<file path="src/rtl/axil_pkg.sv">
// Shared constants and helpers for the AXI-Lite UART master bridge.
// Latency: n/a (package only).
// Backpressure: n/a (package only).
package axil_pkg;

  localparam int         CLOCK       = 100_000_000;
  localparam int         BAUD_RATE   = 115_200;
  localparam logic [7:0] HEADER_UART = 8'hA5;

  // Response frame: status byte, address word, data word (status goes out first).
  localparam int RSP_FRAME_W = 72;

  // Bit positions inside the status byte.
  localparam int ST_IS_READ  = 7;
  localparam int ST_SEQ_LSB  = 4;
  localparam int ST_RESP_LSB = 0;

  // Builds one response frame; write responses carry no data, so the data word is zeroed.
  function automatic logic [RSP_FRAME_W-1:0] pack_rsp(
    input logic        is_read,
    input logic [2:0]  seq,
    input logic [1:0]  resp,
    input logic [31:0] addr,
    input logic [31:0] data
  );
    logic [7:0] status;
    status                    = '0;
    status[ST_IS_READ]        = is_read;
    status[ST_SEQ_LSB +: 3]   = seq;
    status[ST_RESP_LSB +: 2]  = resp;
    return {status, addr, (is_read ? data : 32'h0)};
  endfunction

endpackage

</file>
<file path="src/rtl/axil_uart_rsp_pack_if.sv">
// AXI-Stream link carrying packed response frames from the packer to the UART TX.
// Latency: none (wires only).
// Backpressure: tready from the TX; tdata/tvalid held until tvalid&&tready.
interface axis_if_uart;
  import axil_pkg::*;

  logic [RSP_FRAME_W-1:0] tdata;
  logic                   tvalid;
  logic                   tready;

  modport m_axis (output tdata, output tvalid, input tready);
  modport s_axis (input tdata, input tvalid, output tready);

endinterface

</file>
<file path="src/rtl/axil_rsp_fifo.sv">
// Frame buffer: register array with wrapping pointers and an occupancy counter.
// Latency: push to an empty FIFO shows out_vld one cycle later; no bypass.
// Backpressure: in_rdy and out_vld are registered from next-state count, independent of pop.
module axil_rsp_fifo #(
  parameter int WIDTH = 72,
  parameter int DEPTH = 4
) (
  input  logic                     aclk,
  input  logic                     aresetn,
  input  logic                     push,
  input  logic [WIDTH-1:0]         in_dat,
  output logic                     in_rdy,
  input  logic                     pop,
  output logic [WIDTH-1:0]         out_dat,
  output logic                     out_vld,
  output logic [$clog2(DEPTH):0]   count
);

  localparam int PW = $clog2(DEPTH);
  localparam int CW = PW + 1;
  localparam logic [CW-1:0] FULL = CW'(DEPTH);

  logic [WIDTH-1:0] mem [DEPTH];
  logic [PW-1:0]    wr_ptr;
  logic [PW-1:0]    rd_ptr;
  logic [CW-1:0]    count_nxt;

  // Next occupancy: a simultaneous push and pop leave it unchanged.
  always_comb begin
    count_nxt = count;
    if (push && !pop) begin
      count_nxt = count + CW'(1);
    end else if (!push && pop) begin
      count_nxt = count - CW'(1);
    end
  end

  // Pointers, count and registered flags; reset drops everything buffered.
  always_ff @(posedge aclk) begin
    if (!aresetn) begin
      wr_ptr  <= '0;
      rd_ptr  <= '0;
      count   <= '0;
      in_rdy  <= 1'b0;
      out_vld <= 1'b0;
    end else begin
      if (push) wr_ptr <= wr_ptr + PW'(1);
      if (pop)  rd_ptr <= rd_ptr + PW'(1);
      count   <= count_nxt;
      in_rdy  <= (count_nxt != FULL);
      out_vld <= (count_nxt != '0);
    end
  end

  // Storage write; the head slot is never overwritten while it is still unread.
  always_ff @(posedge aclk) begin
    if (push) mem[wr_ptr] <= in_dat;
  end

  assign out_dat = mem[rd_ptr];

  // Overflow and underflow cannot happen because both flags gate the handshakes.
  always @(posedge aclk) begin
    if (aresetn) begin
      assert (!(push && (count == FULL)));
      assert (!(pop && (count == '0)));
    end
  end

endmodule

</file>
<file path="src/rtl/axil_uart_rsp_pack.sv">
// Packs AXI-Lite response events into 72-bit frames and queues them for the UART TX.
// Latency: event accepted at edge N appears on m_axis at N+1; optional seq field via AXIL_RSP_SEQ_EN.
// Backpressure: rsp_ready drops only when the FIFO is full; never combinationally tied to tready.
module axil_uart_rsp_pack
  import axil_pkg::*;
#(
  parameter int DEPTH = 4
) (
  input  logic                   aclk,
  input  logic                   aresetn,
  input  logic                   rsp_valid,
  output logic                   rsp_ready,
  input  logic                   rsp_is_read,
  input  logic [1:0]             rsp_resp,
  input  logic [31:0]            rsp_addr,
  input  logic [31:0]            rsp_data,
  output logic [$clog2(DEPTH):0] frames_pend,
  axis_if_uart.m_axis            m_axis
);

  logic                   push;
  logic                   pop;
  logic [2:0]             seq;
  logic [RSP_FRAME_W-1:0] frame;

  assign push = rsp_valid && rsp_ready;
  assign pop  = m_axis.tvalid && m_axis.tready;

`ifdef AXIL_RSP_SEQ_EN
  // Sequence tag advances on every accepted event so the host can spot dropped frames.
  always_ff @(posedge aclk) begin
    if (!aresetn) begin
      seq <= 3'd0;
    end else if (push) begin
      seq <= seq + 3'd1;
    end
  end
`else
  assign seq = 3'b000;
`endif

  assign frame = pack_rsp(rsp_is_read, seq, rsp_resp, rsp_addr, rsp_data);

  axil_rsp_fifo #(
    .WIDTH (RSP_FRAME_W),
    .DEPTH (DEPTH)
  ) u_fifo (
    .aclk    (aclk),
    .aresetn (aresetn),
    .push    (push),
    .in_dat  (frame),
    .in_rdy  (rsp_ready),
    .pop     (pop),
    .out_dat (m_axis.tdata),
    .out_vld (m_axis.tvalid),
    .count   (frames_pend)
  );

endmodule
</file>
<file path="src/flat_wrapper.sv">
// flat-port wrapper written by rule: the top's interface ports become plain ports
module axil_uart_rsp_pack_flat import axil_pkg::*;
#(
  parameter int DEPTH = 4
)
  (aclk, aresetn, rsp_valid, rsp_ready, rsp_is_read, rsp_resp, rsp_addr, rsp_data, frames_pend, m_axis_tdata, m_axis_tvalid, m_axis_tready);
  axis_if_uart m_axis_i ();
  input  logic aclk;
  input  logic aresetn;
  input  logic rsp_valid;
  output logic rsp_ready;
  input  logic rsp_is_read;
  input  logic [1:0] rsp_resp;
  input  logic [31:0] rsp_addr;
  input  logic [31:0] rsp_data;
  output logic [$clog2(DEPTH):0] frames_pend;
  output wire logic [$bits(m_axis_i.tdata)-1:0] m_axis_tdata;
  output wire logic [$bits(m_axis_i.tvalid)-1:0] m_axis_tvalid;
  input wire logic [$bits(m_axis_i.tready)-1:0] m_axis_tready;
  assign m_axis_tdata = m_axis_i.tdata;
  assign m_axis_tvalid = m_axis_i.tvalid;
  assign m_axis_i.tready = m_axis_tready;
  axil_uart_rsp_pack #(.DEPTH(DEPTH)) u_core (.aclk(aclk), .aresetn(aresetn), .rsp_valid(rsp_valid), .rsp_ready(rsp_ready), .rsp_is_read(rsp_is_read), .rsp_resp(rsp_resp), .rsp_addr(rsp_addr), .rsp_data(rsp_data), .frames_pend(frames_pend), .m_axis(m_axis_i));
endmodule
</file>
<file path="config.mk">
export PLATFORM = sky130hd
export DESIGN_NAME = axil_uart_rsp_pack_flat
export DESIGN_NICKNAME = d
export VERILOG_FILES = /design/src/rtl/axil_pkg.sv /design/src/rtl/axil_uart_rsp_pack_if.sv /design/src/rtl/axil_rsp_fifo.sv /design/src/rtl/axil_uart_rsp_pack.sv /design/src/flat_wrapper.sv
export SDC_FILE = /design/constraint.sdc
export NUM_CORES = 1
export LEC_CHECK = 0
export BUFFER_PORTS_ARGS = -buffer_cell sky130_fd_sc_hd__buf_4
export CAP_MARGIN = 5
export CELL_PAD_IN_SITES_DETAIL_PLACEMENT = 1
export CELL_PAD_IN_SITES_GLOBAL_PLACEMENT = 2
export CORE_MARGIN = 3
export CORE_UTILIZATION = 35
export DETAILED_ROUTE_END_ITERATION = 8
export PLACE_DENSITY = 0.72
export SYNTH_ARGS = -nofsm -noshare
export SYNTH_HDL_FRONTEND = slang
export SYNTH_HIERARCHICAL = 1
export SYNTH_SLANG_ARGS = --single-unit
</file>
<file path="constraint.sdc">
create_clock -name aclk -period 2.58 [get_ports aclk]
set_input_delay 0.129 -clock aclk [delete_from_list [all_inputs] [get_ports aclk]]
set_output_delay 0.129 -clock aclk [all_outputs]
set_load 0.02 [all_outputs]
</file>
==> impl_metrics.yaml <==
timing:
  fin_setup_tns_ns: 0
  rsz0062_at_grt: "no"
  hold_violations: 0
  fin_crit_ns: 2.32
  period_share_pct: 90.0
  setup_viol: 0
  timing.final.max_slew_violations: 0
  finClkSkew_ns: 0.0154
  fin_ws_ns: 0.259
  fmax_ghz: 0.431
layout:
  stdcell_area_mm2: 0.0149
  area_growth_pct: 31.7
  multi_input_area_mm2: 0.00228
  regArea_mm2: 0.00888
  diodes: 0
  final.fill_count: 2914
  drive_gt1_share_pct: 42.1
  nets: 813
critical_path:
  worst_ep_required_time_ns: 2.45
  start_kind: "register"
  worstPathArrival_ns: 2.19
  worstPathMaxFanout: 19
  ff2ff_setup_slack_ns: 0.74
  r2r_cells: 6
  crit_type: "reg2out"
  regToRegStartpoint: "u_core/u_fifo/count[0]$_SDFF_PN0_"
  crit_chain: "buf_12 > mux4_1 > buf_4"
  slowest_delay_ns: 0.65
  endpoint_kind: "primary output"
  endpoint: "m_axis_tdata[65]"
  slowest_stage: "dfxtp_4"
  r2r-end: "u_core/u_fifo/out_vld$_SDFF_PN0_"
route:
  viasPerCell: 4.79
  drt-pass1-iter-count: 4
  drt-wirelength-per-cell_um: 21.1
  drc: 0
  drt_iter0_drc: 282
  ant_nets: 0
  vias: 5574
  wl_mm: 24.6
clock_tree:
  cts-root-buf: "clkbuf_16"
  cts_buffers: 34
  htreeDepth: 2
  cts_num_sinks: 299
  clockBufferDepth: 3
  post_cts_buffers: 0
  cts-resized-gates: 0
  clk_pin_slew_ns: 0.06
  cts_tree: "built"
  clock_latency_ns: 0.50
  ctsHoldBuffers: 67
floorplan:
  fp.dieArea_mm2: 0.0345
  io_pins: 148
  floorplan.initialDensity_pct: 35.6
  row_count: 65
  die_y_um: 186
  chipWidth_um: 186
  core-area_mm2: 0.0317
synthesis:
  synthCells: 472
  synthesis.area_mm2: 0.0113
  avgSynthCellArea_um2: 24.0
  synthFlopType: "edfxtp_1"
  synth-edff-count: 288
  yosysSeqAreaShare_pct: 78.4
  ys_types: 32
  yosys.area.top_type: "edfxtp_1"
  yosys_warnings: 6
  netlist_top_cells_count: "edfxtp_1, mux4_2, and2_2"
  synthArstFlopShare_pct: 0
  synth_top_area_share_pct: 76.5
  yosysMostFrequentCell: "edfxtp_1"
  synth_seq_cells: 299
  synthTopCellsByArea: "edfxtp_1, mux4_2, and2_2"
run:
  maxCapViolations: 0
placed_design:
  place_ws_ns: 0.737
  hpwlAfterDp_mm: 14.6
  place_congestion: 0.688
  placed_area_mm2: 0.0130
  port_buffers: 147
power_and_ir_drop:
  power.leakage_nw: 5.13
  report.power.total_mw: 12.9
  vdd_drop_max_mv: 0.511
  power_density_mw_per_mm2: 866
status:
  outcome: "finished, final reports clean"
grt:
  first_global_vias: 6308
  grt_pass1_wl_mm: 36.9
  grt_max_degree: 39
  grt_overflow_total: 0
  antenna_found_initial: 1
  track_usage_pct: 14.2
min_path:
  hp-class: "in2reg"
==> stage by stage <==
step | util (%) | hold slack, ns | instances
3_3_place_gp | 41.0 | 0.328 | 1035
4_1_cts | 46.9 | 0.104 | 1164
3_5_place_dp | 41.0 | 0.331 | 1035
6_report | 46.9 | 0.113 | 1164
2_1_floorplan | - | 0.228 | 491
5_1_grt | 46.9 | 0.123 | 1164
==> layer usage <==
| metal | GRT usage [%] | part of all wire, % | vias up | wire [µm] |
|---|---|---|---|---|
| met5 | 0 | 0.053 | - | 13 |
| met4 | 3.52 | 1.9 | 2 | 474 |
| met3 | 3.17 | 5.0 | 39 | 1230 |
| met2 | 25.4 | 52 | 154 | 12800 |
| met1 | 17.6 | 41 | 2912 | 10100 |
| li1 | - | - | 2467 | - |
==> report_power, final <==
| part | internal (mW) | total, mW | switching [mW] |
|---|---|---|---|
| Sequential | 5.56 | 5.70 | 0.135 |
| Combinational | 1.02 | 2.05 | 1.03 |
| Clock | 3.34 | 5.15 | 1.81 |
| Total | 9.92 | 12.9 | 2.97 |
==> sequential cells by signal, summed over array words and instances (netlist names), named ones only <==
name	count
u_core/u_fifo/mem	288
u_core/u_fifo/count	3
u_core/u_fifo/rd_ptr	2
u_core/u_fifo/wr_ptr	2
u_core/u_fifo/in_rdy	1
u_core/u_fifo/out_vld	1
==> worst max-delay path: cells and delay by family (launching register included) <==
family	cells	cell delay, ns
buffers and inverters	2	0.45
flip-flops	1	0.65
multiplexers	1	0.59
==> kinds of logic (layout without fill, tap and decap cells) <==
logic type	after synthesis	count (layout)	synth area share, %
flops	299	299	78.4
mux	74	74	14.6
simple gates	52	52	3.18
buf+inv	25	296	2.09
compound gates	9	9	0.531
fa+ha+maj	6	6	0.664
xor+xnor	6	6	0.465
other cells	1	20	0.0332
==> how the worst min path moves through the flow <==
| stage | startpoint | end | slack, ns | cells past startpoint |
|---|---|---|---|---|
| 3_3_place_gp | rsp_addr[30] | u_core/u_fifo/mem[3][62]$_DFFE_PP_ | 0.33 | 1 |
| 2_1_floorplan | rsp_addr[0] | u_core/u_fifo/mem[0][32]$_DFFE_PP_ | 0.23 | 0 |
| 6_report | rsp_is_read | u_core/u_fifo/mem[0][71]$_DFFE_PP_ | 0.11 | 1 |
| 5_1_grt | rsp_is_read | u_core/u_fifo/mem[0][71]$_DFFE_PP_ | 0.12 | 1 |
| 4_1_cts | rsp_is_read | u_core/u_fifo/mem[0][71]$_DFFE_PP_ | 0.10 | 1 |
| 3_5_place_dp | rsp_addr[30] | u_core/u_fifo/mem[1][62]$_DFFE_PP_ | 0.33 | 1 |
==> layout make-up <==
class                   instances  area share (%)
flip-flops and latches        299            59.6
multi-input cells             167            15.3
repair buffers                230            13.4
clock buffers                  47            6.54
well taps                     402            3.38
clock inverters                15            1.65
inverters                       4           0.101
==> placed cells by master, fill, tap and decap left out, types with 2 or more instances in the layout <==
cell type / instances
clkbuf_1: 9
dfxtp_1: 9
a21oi_1: 2
inv_1: 4
xnor2_1: 3
and2_4: 4
buf_12: 8
nor2b_1: 2
and2_2: 32
xor2_1: 3
edfxtp_1: 288
buf_4: 155
and2_1: 8
dfxtp_4: 2
dlygate4sd3_1: 67
ha_1: 6
mux4_1: 2
bufinv_16: 7
clkinv_2: 4
clkbuf_16: 37
mux4_2: 70
nand2_1: 2
conb_1: 20
clkinv_1: 4
Power figures use the tool's default switching activity.
